===== src/rtl/muldiv_pkg.sv =====
// Shared definitions for the HI/LO multiply/divide unit: opcodes, FSM states
// and the operand magnitude helper used when latching signed divides.
package muldiv_pkg;

  typedef enum logic [2:0] {
    OP_MULT  = 3'd0,
    OP_MULTU = 3'd1,
    OP_DIV   = 3'd2,
    OP_DIVU  = 3'd3,
    OP_MTHI  = 3'd4,
    OP_MTLO  = 3'd5
  } op_e;

  typedef enum logic [1:0] {
    S_IDLE = 2'd0,
    S_MUL  = 2'd1,
    S_DIV  = 2'd2,
    S_FIX  = 2'd3
  } state_e;

  localparam int DIV_STEPS = 32;

  // Absolute value for signed operands; raw value for unsigned ones.
  function automatic logic [31:0] magnitude(input logic [31:0] v, input logic is_signed);
    logic [31:0] r;
    if (is_signed && v[31]) begin
      r = 32'd0 - v;
    end else begin
      r = v;
    end
    return r;
  endfunction

endpackage


===== src/rtl/div_step_unit.sv =====
// One restoring division step: shift remainder:quotient left by one,
// trial-subtract the divisor and shift in the resulting quotient bit.
module div_step_unit (
  input  logic [31:0] rem_i,
  input  logic [31:0] quo_i,
  input  logic [31:0] dvs_i,
  output logic [31:0] rem_o,
  output logic [31:0] quo_o
);

  logic [32:0] shifted_s;
  logic [32:0] diff_s;

  // The remainder is always below the divisor, so the trial result fits in 33 bits.
  always_comb begin
    shifted_s = {rem_i, quo_i[31]};
    diff_s    = shifted_s - {1'b0, dvs_i};
    if (!diff_s[32]) begin
      rem_o = diff_s[31:0];
      quo_o = {quo_i[30:0], 1'b1};
    end else begin
      rem_o = shifted_s[31:0];
      quo_o = {quo_i[30:0], 1'b0};
    end
  end

endmodule


===== src/rtl/muldiv_ctrl.sv =====
// Multi-cycle multiply/divide controller owning the architectural HI/LO
// registers; stalls the pipeline while an operation is in flight.
module muldiv_ctrl
  import muldiv_pkg::*;
#(
  parameter int MUL_CYCLES = 2,
  parameter int XLEN       = 32
) (
  input  logic            clock,
  input  logic            resetn,
  input  logic            start,
  input  logic [2:0]      op,
  input  logic [XLEN-1:0] rs_value,
  input  logic [XLEN-1:0] rt_value,
  input  logic            hilo_rd,
  input  logic            flush,
  output logic            stall,
  output logic [XLEN-1:0] hi,
  output logic [XLEN-1:0] lo,
  output logic            done,
  output logic            div_zero
);

  localparam logic [5:0] MUL_LAST = 6'(MUL_CYCLES);
  localparam logic [5:0] DIV_LAST = 6'(DIV_STEPS - 1);

  state_e      state_q, state_d;
  logic [5:0]  cnt_q, cnt_d;
  logic [31:0] hi_q, hi_d, lo_q, lo_d;
  logic        done_q, done_d, dz_q, dz_d;
  logic [63:0] ma_q, ma_d, mb_q, mb_d;
  logic [31:0] rem_q, rem_d, quo_q, quo_d, dvs_q, dvs_d;
  logic        negq_q, negq_d, negr_q, negr_d;

  logic        is_mul_s, is_div_s, rt_zero_s, busy_s;
  logic [63:0] prod_s;
  logic [31:0] step_rem_s, step_quo_s;

  assign is_mul_s  = (op == OP_MULT) || (op == OP_MULTU);
  assign is_div_s  = (op == OP_DIV) || (op == OP_DIVU);
  assign rt_zero_s = (rt_value == 32'd0);
  assign busy_s    = (state_q != S_IDLE);
  // Operands are stored sign- or zero-extended, so the low 64 bits of a plain product suffice.
  assign prod_s    = ma_q * mb_q;

  assign stall = busy_s
               | (start & (is_mul_s | (is_div_s & ~rt_zero_s)))
               | (hilo_rd & busy_s);

  div_step_unit u_step (
    .rem_i (rem_q),
    .quo_i (quo_q),
    .dvs_i (dvs_q),
    .rem_o (step_rem_s),
    .quo_o (step_quo_s)
  );

  // Next-state and datapath update; flush overrides everything, including a new start.
  always_comb begin
    state_d = state_q;
    cnt_d   = cnt_q;
    hi_d    = hi_q;
    lo_d    = lo_q;
    done_d  = 1'b0;
    dz_d    = 1'b0;
    ma_d    = ma_q;
    mb_d    = mb_q;
    rem_d   = rem_q;
    quo_d   = quo_q;
    dvs_d   = dvs_q;
    negq_d  = negq_q;
    negr_d  = negr_q;
    if (flush) begin
      state_d = S_IDLE;
      cnt_d   = 6'd0;
    end else begin
      case (state_q)
        S_IDLE: begin
          if (start) begin
            case (op)
              OP_MTHI: hi_d = rs_value;
              OP_MTLO: lo_d = rs_value;
              OP_MULT, OP_MULTU: begin
                ma_d    = {{32{(op == OP_MULT) && rs_value[31]}}, rs_value};
                mb_d    = {{32{(op == OP_MULT) && rt_value[31]}}, rt_value};
                state_d = S_MUL;
                cnt_d   = 6'd1;
              end
              OP_DIV, OP_DIVU: begin
                if (rt_zero_s) begin
                  done_d = 1'b1;
                  dz_d   = 1'b1;
                end else begin
                  rem_d   = 32'd0;
                  quo_d   = magnitude(rs_value, op == OP_DIV);
                  dvs_d   = magnitude(rt_value, op == OP_DIV);
                  negq_d  = (op == OP_DIV) && (rs_value[31] ^ rt_value[31]);
                  negr_d  = (op == OP_DIV) && rs_value[31];
                  state_d = S_DIV;
                  cnt_d   = 6'd0;
                end
              end
              default: state_d = S_IDLE;
            endcase
          end else begin
            state_d = S_IDLE;
          end
        end
        S_MUL: begin
          if (cnt_q == MUL_LAST) begin
            {hi_d, lo_d} = prod_s;
            done_d       = 1'b1;
            state_d      = S_IDLE;
            cnt_d        = 6'd0;
          end else begin
            cnt_d = cnt_q + 6'd1;
          end
        end
        S_DIV: begin
          rem_d = step_rem_s;
          quo_d = step_quo_s;
          if (cnt_q == DIV_LAST) begin
            state_d = S_FIX;
            cnt_d   = 6'd0;
          end else begin
            cnt_d = cnt_q + 6'd1;
          end
        end
        S_FIX: begin
          lo_d    = negq_q ? (32'd0 - quo_q) : quo_q;
          hi_d    = negr_q ? (32'd0 - rem_q) : rem_q;
          done_d  = 1'b1;
          state_d = S_IDLE;
        end
        default: state_d = S_IDLE;
      endcase
    end
  end

  // State and datapath registers with synchronous active-low reset.
  always_ff @(posedge clock) begin
    if (!resetn) begin
      state_q <= S_IDLE;
      cnt_q   <= 6'd0;
      hi_q    <= 32'd0;
      lo_q    <= 32'd0;
      done_q  <= 1'b0;
      dz_q    <= 1'b0;
      ma_q    <= 64'd0;
      mb_q    <= 64'd0;
      rem_q   <= 32'd0;
      quo_q   <= 32'd0;
      dvs_q   <= 32'd0;
      negq_q  <= 1'b0;
      negr_q  <= 1'b0;
    end else begin
      state_q <= state_d;
      cnt_q   <= cnt_d;
      hi_q    <= hi_d;
      lo_q    <= lo_d;
      done_q  <= done_d;
      dz_q    <= dz_d;
      ma_q    <= ma_d;
      mb_q    <= mb_d;
      rem_q   <= rem_d;
      quo_q   <= quo_d;
      dvs_q   <= dvs_d;
      negq_q  <= negq_d;
      negr_q  <= negr_d;
    end
  end

  assign hi       = hi_q;
  assign lo       = lo_q;
  assign done     = done_q;
  assign div_zero = dz_q;

endmodule


===== config.mk =====
export PLATFORM = sky130hd
export DESIGN_NAME = muldiv_ctrl
export DESIGN_NICKNAME = d
export VERILOG_FILES = /design/src/rtl/muldiv_pkg.sv /design/src/rtl/div_step_unit.sv /design/src/rtl/muldiv_ctrl.sv
export SDC_FILE = /design/constraint.sdc
export NUM_CORES = 2
export LEC_CHECK = 0
export BUFFER_PORTS_ARGS = -buffer_cell sky130_fd_sc_hd__buf_4
export CAP_MARGIN = 20
export CORE_MARGIN = 2
export CORE_UTILIZATION = 51
export CTS_CLUSTER_DIAMETER = 150
export CTS_CLUSTER_SIZE = 30
export DETAILED_ROUTE_END_ITERATION = 16
export GPL_TIMING_DRIVEN = 0
export PLACE_DENSITY_LB_ADDON = 0.25
export SYNTH_ARGS = -nofsm -noshare
export SYNTH_HDL_FRONTEND = slang
export SYNTH_SLANG_ARGS = --single-unit

===== constraint.sdc =====
create_clock -name clock -period 11 [get_ports clock]
set_clock_uncertainty 0.15 [all_clocks]
set_input_delay 0.55 -clock clock [delete_from_list [all_inputs] [get_ports clock]]
set_output_delay 0.55 -clock clock [all_outputs]
set_load 0.1 [all_outputs]

==> flow_metrics.py <==
metrics = {
    "routing": {
        "drt-total-wl_um": 205000,
        "vias_per_cell": 5.89,
        "ant_nets": 0,
        "vias": 44800,
        "drcViolationCount": 0,
        "first_pass_iters": 6,
        "drt_iter0_drc": 5155,
        "wire_per_inst_um": 27.0,
    },
    "worst_setup_path": {
        "cp_max_fo": 10,
        "arrival_ns": 11.06,
        "path_class": "reg -> reg",
        "end_kind": "flip-flop",
        "worstSetupStartpointType": "flip-flop",
        "cp.required_ns": 11.29,
    },
    "clocking": {
        "ctsHoldBuffers": 0,
        "path_clk_slew_ns": 0.12,
        "cts-root-buf": "clkbuf_16",
        "clock_latency_ns": 0.52,
        "cts.sinks": 238,
        "postCtsResizedCells": 0,
        "cts.path.max_buffers": 3,
        "htree_levels": 1,
        "post-cts-setup-buffers": 0,
        "cts_buffers": 11,
        "cts_tree": "built",
    },
    "timing": {
        "fmax_mhz": 92.8,
        "min_period_ns": 10.77,
        "worstMarginPinSlew_ns": 1.29,
        "finalCritPeriodShare": 0.980,
        "relSlewSlack": 0.142,
        "hold_ws_ns": 0.171,
        "finalHoldViolCount": 0,
        "fin_setup_tns_ns": 0,
        "rsz0062_at_grt": "false",
        "slew_viol_final": 0,
        "setup_viol": 0,
    },
    "synth": {
        "synth-seq-area-share": 0.0908,
        "synthFlopType": "dfxtp_1",
        "syn_avg_cell_area_um2": 8.65,
        "synth_edf_count": 0,
        "synth_fp_nets": 7521,
        "netlist_instances": 6067,
        "synth_seq_cells": 238,
        "synthDistinctLibCells": 74,
        "yosysWarnings": 0,
        "synthesis.area_mm2": 0.0525,
        "async_flop_share": 0,
    },
    "pwr": {
        "switching_power_uw": 896,
        "ir_drop_mv": 0.0839,
        "power_density_mw_per_mm2": 39.2,
        "switching_share": 0.412,
        "p_clk_frac": 0.229,
        "power_leakage_nw": 27.2,
        "seqPwrFrac": 0.437,
        "power_frac_comb": 0.334,
        "internal_power_mw": 1.28,
    },
    "global_routing": {
        "grt_first_pass_wirelength_um": 300000,
        "grt_pass1_vias": 45000,
        "antenna_found_initial": 23,
        "grt_util_all_layers": 0.390,
        "grt_max_degree": 31,
        "overflow": 0,
    },
    "finish": {
        "final_util": 0.545,
        "drive_above_1_share": 0.0274,
        "areaGrowthSynthToFinish_pct": 5.89,
        "layout.nets": 7666,
        "final_cells": 7601,
    },
    "min_path": {
        "hold_path.class": "in -> reg",
    },
    "placed_design": {
        "hpwl_um": 171000,
        "numPortBuffers": 127,
        "gp_congestion": 1.06,
        "dpl.cell_count": 7564,
    },
    "floorplanning": {
        "core-area_mm2": 0.102,
        "start_util": 0.515,
        "pin_count": 139,
        "die_x_um": 325,
        "fp-row-count": 117,
        "die_area_mm2": 0.105,
        "die_h_um": 325,
    },
    "run": {
        "maxCapViolCount": 0,
    },
    "status": {
        "status": "completed",
    },
}
-- metrics by stage --
step / setup slack [ns] / cell area, um2 / total power, mW
2_1_floorplan: 3.28 / 52500 / 1.39
3_3_place_gp: 0.567 / 55100 / 1.67
3_5_place_dp: 0.912 / 55200 / 1.67
4_1_cts: 0.861 / 55500 / 2.15
5_1_grt: 0.179 / 55500 / 2.22
6_report: 0.225 / 55600 / 2.18
-- cell families after synthesis --
| family | after synthesis | share of synthesized area |
|---|---|---|
| adders and majority gates | 1382 | 0.491 |
| and+or+nand+nor | 1859 | 0.170 |
| muxes | 26 | 0.00498 |
| AOI/OAI and AO/OA | 816 | 0.0977 |
| DFF | 238 | 0.0908 |
| buffers and inverters | 1530 | 0.110 |
| xor gates and xnor gates | 216 | 0.0361 |
-- Yosys cell counts (26+ instances only) --
cell type	count	area [um2]
xor2_1	63	552
nand2_1	922	3460
inv_1	1183	4440
nor3_1	36	180
and2_1	555	3470
dfxtp_1	238	4760
ha_1	256	3200
nand3_1	35	175
o31ai_1	38	285
a21oi_1	267	1340
a211oi_1	51	383
xnor2_1	153	1340
a21o_1	59	443
o21ai_0	170	851
clkbuf_1	337	1260
o21ai_1	37	185
a221oi_1	38	333
nand2b_1	26	163
nor2b_1	33	206
fa_1	1126	22500
nor2_1	144	541
-- layout make-up --
cell class | instances | area, um2
well taps | 1368 | 1710
clock buffers | 12 | 289
flip-flops and latches | 238 | 4760
fillers | 9710 | 46300
diodes | 22 | 55.1
multi-input cells | 4299 | 42000
inverters | 1184 | 4440
repair buffers | 132 | 1030
plain buffers | 346 | 1300
-- worst paths after layout --
check	cells past startpoint	to	startpoint	slack (ns)
worst min register to register	2	dvs_q[22]	dvs_q[22]	0.33
worst max-delay path	24	hi[19]	mb_q[13]	0.23
worst max register to register	24	hi[19]	mb_q[13]	0.23
worst min-delay path	3	mb_q[13]	rt_value[13]	0.17
-- power by group through the flow --
stage                     logic, mW  registers (mW)  clock network [mW]
final                         0.726           0.952               0.498
after global routing          0.757           0.950               0.517
after CTS                     0.707           0.946               0.495
after detailed placement      0.704           0.965                   0
after global placement        0.700           0.965                   0
after floorplan               0.328            1.06                   0
-- flip-flops by register name, summed over array words and instances, names as in the netlist, 6 cells and up --
name	cells
ma_q	33
mb_q	33
dvs_q	32
hi	32
lo	32
quo_q	32
rem_q	32
cnt_q	6
-- placed cells by master (no fill, tap or decap), types with 38 or more instances in the layout --
| master | instances |
|---|---|
| nor2_1 | 144 |
| a21oi_1 | 267 |
| clkbuf_1 | 337 |
| buf_4 | 127 |
| nand2_1 | 922 |
| fa_1 | 1126 |
| o21ai_0 | 170 |
| and2_1 | 555 |
| o31ai_1 | 38 |
| dfxtp_1 | 238 |
| a221oi_1 | 38 |
| a211oi_1 | 51 |
| inv_1 | 1183 |
| a21o_1 | 59 |
| xor2_1 | 63 |
| ha_1 | 256 |
| xnor2_1 | 153 |
-- worst max-delay path, stage by stage (launching register included) --
cell,delay [ns]
dfxtp_1,1.05
clkbuf_1,0.87
and2_1,0.29
fa_1,0.44
fa_1,0.42
fa_1,0.51
inv_1,0.05
fa_1,0.46
fa_1,0.51
inv_1,0.05
fa_1,0.50
fa_1,0.50
inv_1,0.05
fa_1,0.53
inv_1,0.07
ha_1,0.50
nand2_1,0.10
o21ai_0,0.54
nor2_1,0.19
a2111oi_0,1.01
o21ai_1,0.38
a21oi_1,0.43
xor2_1,0.72
nand2_1,0.12
a41oi_1,0.23
-- per-layer routing --
layer,routed length [um],GRT usage,vias up
met2,88900,0.587,2775
met5,65,0,-
met4,16800,0.252,10
met3,24000,0.0963,682
met1,75500,0.504,22500
li1,-,-,18800
(Power assumes the default switching activity.)
